## config.mk

```make
export PLATFORM = sky130hd
export DESIGN_NAME = inst_loader
export DESIGN_NICKNAME = d
export VERILOG_FILES = /design/src/rtl/inst_loader.sv
export SDC_FILE = /design/constraint.sdc
export NUM_CORES = 1
export LEC_CHECK = 0
export ABC_AREA = 1
export CORE_AREA = 4 4 100 102
export CTS_BUF_LIST = sky130_fd_sc_hd__clkbuf_4 sky130_fd_sc_hd__clkbuf_8 sky130_fd_sc_hd__clkbuf_16
export DETAILED_ROUTE_END_ITERATION = 16
export DIE_AREA = 0 0 104 106
export GPL_TIMING_DRIVEN = 0
export PLACE_DENSITY = 0.72
export SYNTH_ARGS = -nofsm -noshare
export SYNTH_HDL_FRONTEND = slang
export SYNTH_SLANG_ARGS = --single-unit
```

## constraint.sdc

```tcl
create_clock -name clk -period 3.3 [get_ports clk]
set_input_delay 0.66 -clock clk [delete_from_list [all_inputs] [get_ports clk]]
set_output_delay 0.66 -clock clk [all_outputs]
set_load 0.02 [all_outputs]
```

## src/rtl/inst_loader.sv

```systemverilog
// inst_loader: boot-time instruction loader for the single-cycle LEGv8 core.
// Receives a byte stream (16-bit LE word count, then 4*N LE payload bytes),
// writes assembled words into instruction memory, holds the core in reset
// until the program is loaded, then releases it and idles until rst_n.
// Optional feature macro: INST_LOADER_CSUM_EN appends an XOR checksum byte
// to the stream that must match the payload or the load aborts.
module inst_loader #(
    parameter int ADDR_W = 8
) (
    input  logic              clk,
    input  logic              rst_n,
    input  logic [7:0]        rx_data,
    input  logic              rx_valid,
    output logic              rx_ready,
    output logic              imem_we,
    output logic [ADDR_W-1:0] imem_addr,
    output logic [31:0]       imem_wdata,
    output logic              core_rst_n,
    output logic              done,
    output logic              err
);

    localparam logic [2:0] S_LEN0 = 3'd0;
    localparam logic [2:0] S_LEN1 = 3'd1;
    localparam logic [2:0] S_DATA = 3'd2;
`ifdef INST_LOADER_CSUM_EN
    localparam logic [2:0] S_CSUM = 3'd3;
`endif
    localparam logic [2:0] S_WAIT = 3'd4;
    localparam logic [2:0] S_RUN  = 3'd5;
    localparam logic [2:0] S_ERR  = 3'd6;

    // State entered once the payload (or an empty count) has been consumed.
`ifdef INST_LOADER_CSUM_EN
    localparam logic [2:0] S_AFTER_DATA = S_CSUM;
`else
    localparam logic [2:0] S_AFTER_DATA = S_WAIT;
`endif

    // Largest word count that fits in instruction memory.
    localparam logic [16:0] MAX_WORDS = 17'd1 << ADDR_W;

    logic [2:0]      state;
    logic [2:0]      state_nx;
    logic [7:0]      len_lo;
    logic [16:0]     n_words;
    logic [1:0]      byte_cnt;
    logic [ADDR_W:0] word_cnt;
    logic [23:0]     byte_buf;
    logic            acc;
    logic [16:0]     n_in;
    logic            last_word;

`ifdef INST_LOADER_CSUM_EN
    logic [7:0]      csum;
`endif

    assign acc       = rx_valid && rx_ready;
    assign n_in      = {1'b0, rx_data, len_lo};
    assign last_word = (17'(word_cnt) + 17'd1) == n_words;

    // Next-state decode; RUN and ERR are terminal until rst_n.
    always_comb begin
        state_nx = state;
        case (state)
            S_LEN0: if (acc) state_nx = S_LEN1;
            S_LEN1: begin
                if (acc) begin
                    if (n_in > MAX_WORDS)
                        state_nx = S_ERR;
                    else if (n_in == 17'd0)
                        state_nx = S_AFTER_DATA;
                    else
                        state_nx = S_DATA;
                end
            end
            S_DATA: if (acc && byte_cnt == 2'd3 && last_word) state_nx = S_AFTER_DATA;
`ifdef INST_LOADER_CSUM_EN
            S_CSUM: if (acc) state_nx = (rx_data == csum) ? S_WAIT : S_ERR;
`endif
            S_WAIT: state_nx = S_RUN;
            S_RUN:  state_nx = S_RUN;
            S_ERR:  state_nx = S_ERR;
            default: state_nx = S_ERR;
        endcase
    end

    // State register and status outputs, registered from the next-state decode.
    always_ff @(posedge clk or negedge rst_n) begin
        if (!rst_n) begin
            state      <= S_LEN0;
            rx_ready   <= 1'b0;
            core_rst_n <= 1'b0;
            done       <= 1'b0;
            err        <= 1'b0;
        end else begin
            state      <= state_nx;
            rx_ready   <= (state_nx == S_LEN0) || (state_nx == S_LEN1) ||
`ifdef INST_LOADER_CSUM_EN
                          (state_nx == S_CSUM) ||
`endif
                          (state_nx == S_DATA);
            core_rst_n <= (state_nx == S_RUN);
            done       <= (state_nx == S_RUN);
            err        <= (state_nx == S_ERR);
        end
    end

    // Count capture, byte assembly and the one-cycle memory write strobe.
    always_ff @(posedge clk or negedge rst_n) begin
        if (!rst_n) begin
            len_lo     <= '0;
            n_words    <= '0;
            byte_cnt   <= '0;
            word_cnt   <= '0;
            byte_buf   <= '0;
            imem_we    <= 1'b0;
            imem_addr  <= '0;
            imem_wdata <= '0;
        end else begin
            imem_we <= 1'b0;
            if (acc && state == S_LEN0)
                len_lo <= rx_data;
            if (acc && state == S_LEN1)
                n_words <= n_in;
            if (acc && state == S_DATA) begin
                byte_cnt <= byte_cnt + 2'd1;
                byte_buf <= {rx_data, byte_buf[23:8]};
                if (byte_cnt == 2'd3) begin
                    imem_we    <= 1'b1;
                    imem_addr  <= word_cnt[ADDR_W-1:0];
                    imem_wdata <= {rx_data, byte_buf};
                    word_cnt   <= word_cnt + (ADDR_W+1)'(1);
                end
            end
        end
    end

`ifdef INST_LOADER_CSUM_EN
    // Running XOR over payload bytes only; count bytes are excluded.
    always_ff @(posedge clk or negedge rst_n) begin
        if (!rst_n)
            csum <= '0;
        else if (acc && state == S_DATA)
            csum <= csum ^ rx_data;
    end
`endif

endmodule
```

==> Word-level counts from Yosys, hierarchy flattened <==
Cells that the tools add are included.
{ "word_totals": {"register_bits": 106, "wordCells": 47, "inputBits": 11, "output_inout_bits": 45} }
{ "op_classes": {"add_sub_neg": 3, "n_reduce_logical": 13, "order_cmp": 1, "mux": 8, "eq_ne": 10} }
{ "ops": {"columns": ["operator", "count"], "rows": [
  ["$logic_not 17->1", 1],
  ["$eq 10x16->1", 1],
  ["$gt 16x9->1 const B", 1],
  ["$mux 3", 5],
  ["$eq 3x3->1 const B", 4],
  ["$pmux 3 s4", 1],
  ["$add 9x1->10 const B", 1],
  ["$add 9x1->9 const B", 1],
  ["$eq 3x1->1 const B", 2],
  ["$eq 3x2->1 const B", 2],
  ["$logic_and 1x1->1", 6],
  ["$logic_not 3->1", 2],
  ["$add 2x1->2 const B", 1],
  ["$eq 2x2->1 const B", 1],
  ["$logic_or 1x1->1", 2],
  ["$mux 1", 2],
  ["$reduce_and 2->1", 1],
  ["$reduce_or 2->1", 1]
]} }

==> Logic depth before layout (Yosys ltp) <==
{ "depth": {"depth_word": 8, "ltp_mapped": 15, "mapped_depth_nobuf": 15} }

==> Worst setup path after synthesis <==
OpenSTA, ideal clock, no wires.
{ "synth_path": {"path_kind": "in2reg", "startpoint": "in rx_valid", "endpoint": "reg imem_addr[0]", "cell_stages": 9, "required_time_ps": 3170, "slack_ps": 1561, "arrival_time_ps": 1608, "setup_time_ps": 130, "n_path_buf": 2, "path_cell_list": "nand2_1 -> nor2_8 -> inv_4 -> nor2_8 -> inv_2 -> buf_6 -> buf_6 -> nand2_1 -> o21ai_1"} }
{ "synth_via": {"elab_chain_cells": 3} }
{ "synth_rtl": {"columns": ["element", "line", "text"], "rows": [
  ["start: declaration", "13", "input logic rx_valid,"],
  ["$logic_and 1x1->1", "58", "assign acc = rx_valid && rx_ready;"],
  ["$logic_and 1x1->1", "126", "if (acc && state == S_DATA) begin"],
  ["$reduce_and 2->1 (no source line)", null, null],
  ["end signal: assignment", "131", "imem_addr <= word_cnt[ADDR_W-1:0];"],
  ["end: declaration", "16", "output logic [ADDR_W-1:0] imem_addr,"]
]} }
Every way passes these cells.
A chain may end at the register's enable or synchronous reset.

==> Worst setup path in the final report <==
{ "layout_path": {"startpoint": "in rx_valid", "endpoint": "reg imem_wdata[30]"} }
{ "layout_via": {"elab_chain_cells": 3} }
{ "layout_rtl": {"columns": ["element", "line", "text"], "rows": [
  ["$logic_and 1x1->1", "58", null],
  ["$logic_and 1x1->1", "126", null],
  ["$reduce_and 2->1 (no source line)", null, null],
  ["end signal: assignment", "132", "imem_wdata <= {rx_data, byte_buf};"],
  ["end: declaration", "17", "output logic [31:0] imem_wdata,"]
]} }
Every way passes these cells.

==> summary.txt <==
Status
  • Status: finished clean

Clock network
  • Clk Latency, worst-skew pair: 0.37 ns
  • Clk root buf: clkbuf_8
  • Reg clk slew, reported paths: 0.11 ns
  • CTS Buf Count: 9
  • Hold_buf cts: 0
  • CTS tree: built
  • Post_cts resized: 0
  • Sink Count: ~110
  • Post-CTS setup buffer count: 0
  • Clk buf depth: 2
  • H-tree Lvls: 3

Global routing
  • First-pass GRT wire length: between 15000 and 20000 um
  • Initial antenna violation count: 0
  • Number of global-route vias before repair: about 3500
  • Pin count of the biggest net entering global routing: 60
  • Grt ovf: 0
  • Global Route Usage Sum: between 10% and 20%

Critical path
  • CP Cell Sequence: clkdlybuf4s50_1, nand2_1, nor2_8, inv_4, nor2_8, inv_2, clkbuf_1, o21ai_1
  • CP top delay family: buffers and inverters
  • Worst Path Arrival: roughly 2.4 ns
  • Critical path's largest stage delay: between 0.4 and 0.5 ns
  • CP Class: input port to flop
  • Crit path required time: about 3.6 ns
  • CP dominant cell by count: nor2_8
  • Reg2reg start: word_cnt[0]$_DFFE_PN0P_
  • Crit Path Max Fanout: 10
  • Worst R2R End: err$_DFF_PN0_
  • Crit end category: flop
  • Critical path startpoint: rx_valid
  • R2r worst-path depth: 15
  • R2R setup slack: 1.42 ns
  • CP max-delay cell: clkdlybuf4s50_1
  • Crit path buf inv count: 4
  • Crit path launch type: input port

Yosys
  • Yosys warns: 0
  • Mux contribution to synthesized area: 0%
  • Largest family of logic cells by synthesized area: simple AND/OR/NAND/NOR gates
  • Avg Cell Area, Syn: between 8 and 9 um2
  • Post-synthesis xor/xnor area fraction: 0.391%
  • Largest area contributor in the netlist: dfrtp_1
  • Syn Std Cell Area: around 4500 um2
  • Synth area leaders: dfrtp_1 (59%), nand2_1 (14%), o21ai_0 (6.3%)
  • Ys flop type: dfrtp_1
  • Count leader, synth: nand2_1
  • Post-synth ARST share: 100%
  • Synth Area in Compound Gates: between 10% and 20%
  • Share of the yosys chip area belonging to registers: about three fifths
  • Post-Syn Nets: between 500 and 600
  • Synthesized flop and latch total: between 100 and 150
  • EDFF count, synth: 0
  • Cells after Synth: approximately 510
  • Synth cell types: 26
  • Adder-Cell Fraction of Synth Area: less than 1%
  • Synth Area in Simple Gates: about a fifth
  • Post-synth top area share: between 50% and 60%
  • Commonest cells post-synth: nand2_1 (171), dfrtp_1 (106), inv_1 (60)

Pwr
  • Peak VDD IR: 0.000214 V
  • P_leak: around 0.0027 uW
  • PwrDens: just under 500 nW/um2

Floorplan
  • Die Wd: 104 um
  • Number of I/O pins: between 50 and 60
  • CORE AREA: between 9000 and 10000 um2
  • Die ar.: 11000 um2
  • Die Y-Extent: 106 um
  • Num rows: 35
  • Initial core utilization: 49.2%

Timing
  • Least-Margin Pin Slew: 0.760 ns
  • Min Tclk post-route: approximately 2.1 ns
  • Achievable Freq: between 400 and 500 MHz
  • Post-Route Skew: 0.0119 ns
  • Endpoints failing setup: 0
  • Final worst path period share: 63.5%
  • Max-slew violations: 0
  • Final Hold Fails: 0
  • RSZ-0062 raised after global routing: no
  • Slew margin rel.: 49.3%
  • Fin Setup TNS: 0 ns

Layout
  • Design area: 5400 um2
  • Antenna Diode Count: 0
  • Final nets: ~600
  • Final cell count without fillers: around 700
  • Final Util: between 50 and 60%
  • Area growth from synthesis to layout: 20.3%
  • Share of layout cells above drive strength 1: roughly 6.3%
  • Fill count: between 800 and 900

Placement
  • DP Area: 5200 um2
  • I/O Buffers: 55
  • Hpwl dp: ~7200 um
  • Placed insts: 680
  • Gp weighted congestion: ~0.83

Detailed routing
  • Vias: ~3500
  • Iter 0 DRT Violations: between 150 and 200
  • Vias/cell: about 5.1
  • WL/cell: between 10 and 15 um
  • DRT antenna net count: 0
  • DRC violations left: 0
  • Routed WL: 9780 um
  • Number of detailed-route iterations in the first pass: 4

Hold path
  • Hold Crit Class: input port to async pin

Run
  • Max-Cap Viols: 0
## metal layers
layer	vias up	global-route usage (%)	routed length, um
met5	-	0	0
met2	87	30.5	4470
met3	14	2.85	405
met1	1667	26.5	4750
li1	1745	-	-
met4	0	6.84	162
## metrics by stage
step / hold WS (ns) / total power, uW / setup slack [ns]
after floorplan: 0.364 / 1730 / 1.56
after detailed placement: 0.459 / 1890 / 0.802
after global placement: 0.454 / 1860 / -2.28
final: 0.356 / 2680 / 1.20
after global routing: 0.418 / 2810 / 1.04
after CTS: 0.383 / 2690 / 1.18
## how the worst max path moves through the flow
stage	endpoint	slack, ns	cells after the start
final	imem_wdata[30]$_DFFE_PN0P_	1.20	8
after floorplan	imem_addr[0]$_DFFE_PN0P_	1.56	9
after global routing	imem_wdata[28]$_DFFE_PN0P_	1.04	8
after global placement	imem_wdata[21]$_DFFE_PN0P_	-2.28	1
after detailed placement	imem_wdata[30]$_DFFE_PN0P_	0.80	8
after CTS	imem_wdata[30]$_DFFE_PN0P_	1.18	8
## power breakdown
group	switching, uW	total, uW	leakage (uW)	internal, uW
clock network	459	816	0.0000938	356
logic	197	329	0.00128	133
registers	89.3	1530	0.00134	1440
## area by class of cell
cell class,instances,area (um2),area share [%]
Clock inverter,6,73.8,1.37
Inverter,64,243,4.50
Clock buffer,9,124,2.30
Multi-Input combinational cell,324,1470,27.3
Buffer,19,116,2.16
Timing Repair Buffer,56,576,10.7
Sequential cell,106,2650,49.2
Tap cell,111,139,2.57
## sequential cells by signal, indices dropped and copies added (netlist names)
register	cells
done	1
len_lo	8
imem_we	1
state	3
byte_buf	24
word_cnt	9
err	1
n_words	16
rx_ready	1
byte_cnt	2
imem_addr	8
imem_wdata	32
## layout by cell type, fill, tap and decap left out, drive strengths merged
cell type,synthesis,layout
o211ai,1,1
nor2,26,26
ha,2,2
buf,10,12
bufinv,0,1
nand2,171,171
inv,64,66
a22oi,1,1
o21ai,87,87
clkbuf,9,18
nor3,2,2
nand3,23,23
clkinv,0,1
clkinvlp,0,2
nand4,5,5
xor2,2,2
clkdlybuf4s50,0,54
dfrtp,106,106
nand3b,2,2
a21oi,2,2
## worst register-to-register path, stage by stage (launching register included)
cell and delay (ns):
dfrtp_1 0.44, ha_1 0.25, nand2_1 0.09, inv_1 0.08, nor2_1 0.12, inv_1 0.07
nand2_1 0.05, nand2_1 0.05, nor2_1 0.10, nand2_1 0.06, nor2_1 0.13, nand3_1 0.10
nand2_1 0.09, nand2_1 0.07, nand2_1 0.06, inv_1 0.04
## kinds of logic (layout without fill, tap and decap cells)
kind of cell / Yosys count / after routing
AND/OR/NAND/NOR: 229 / 229
buffers and inverters: 83 / 154
AO/OA/AOI/OAI: 91 / 91
XOR/XNOR: 2 / 2
flip-flops: 106 / 106
adder cells (fa/ha/maj): 2 / 2
Note: power is estimated with default switching activity, not from simulation.
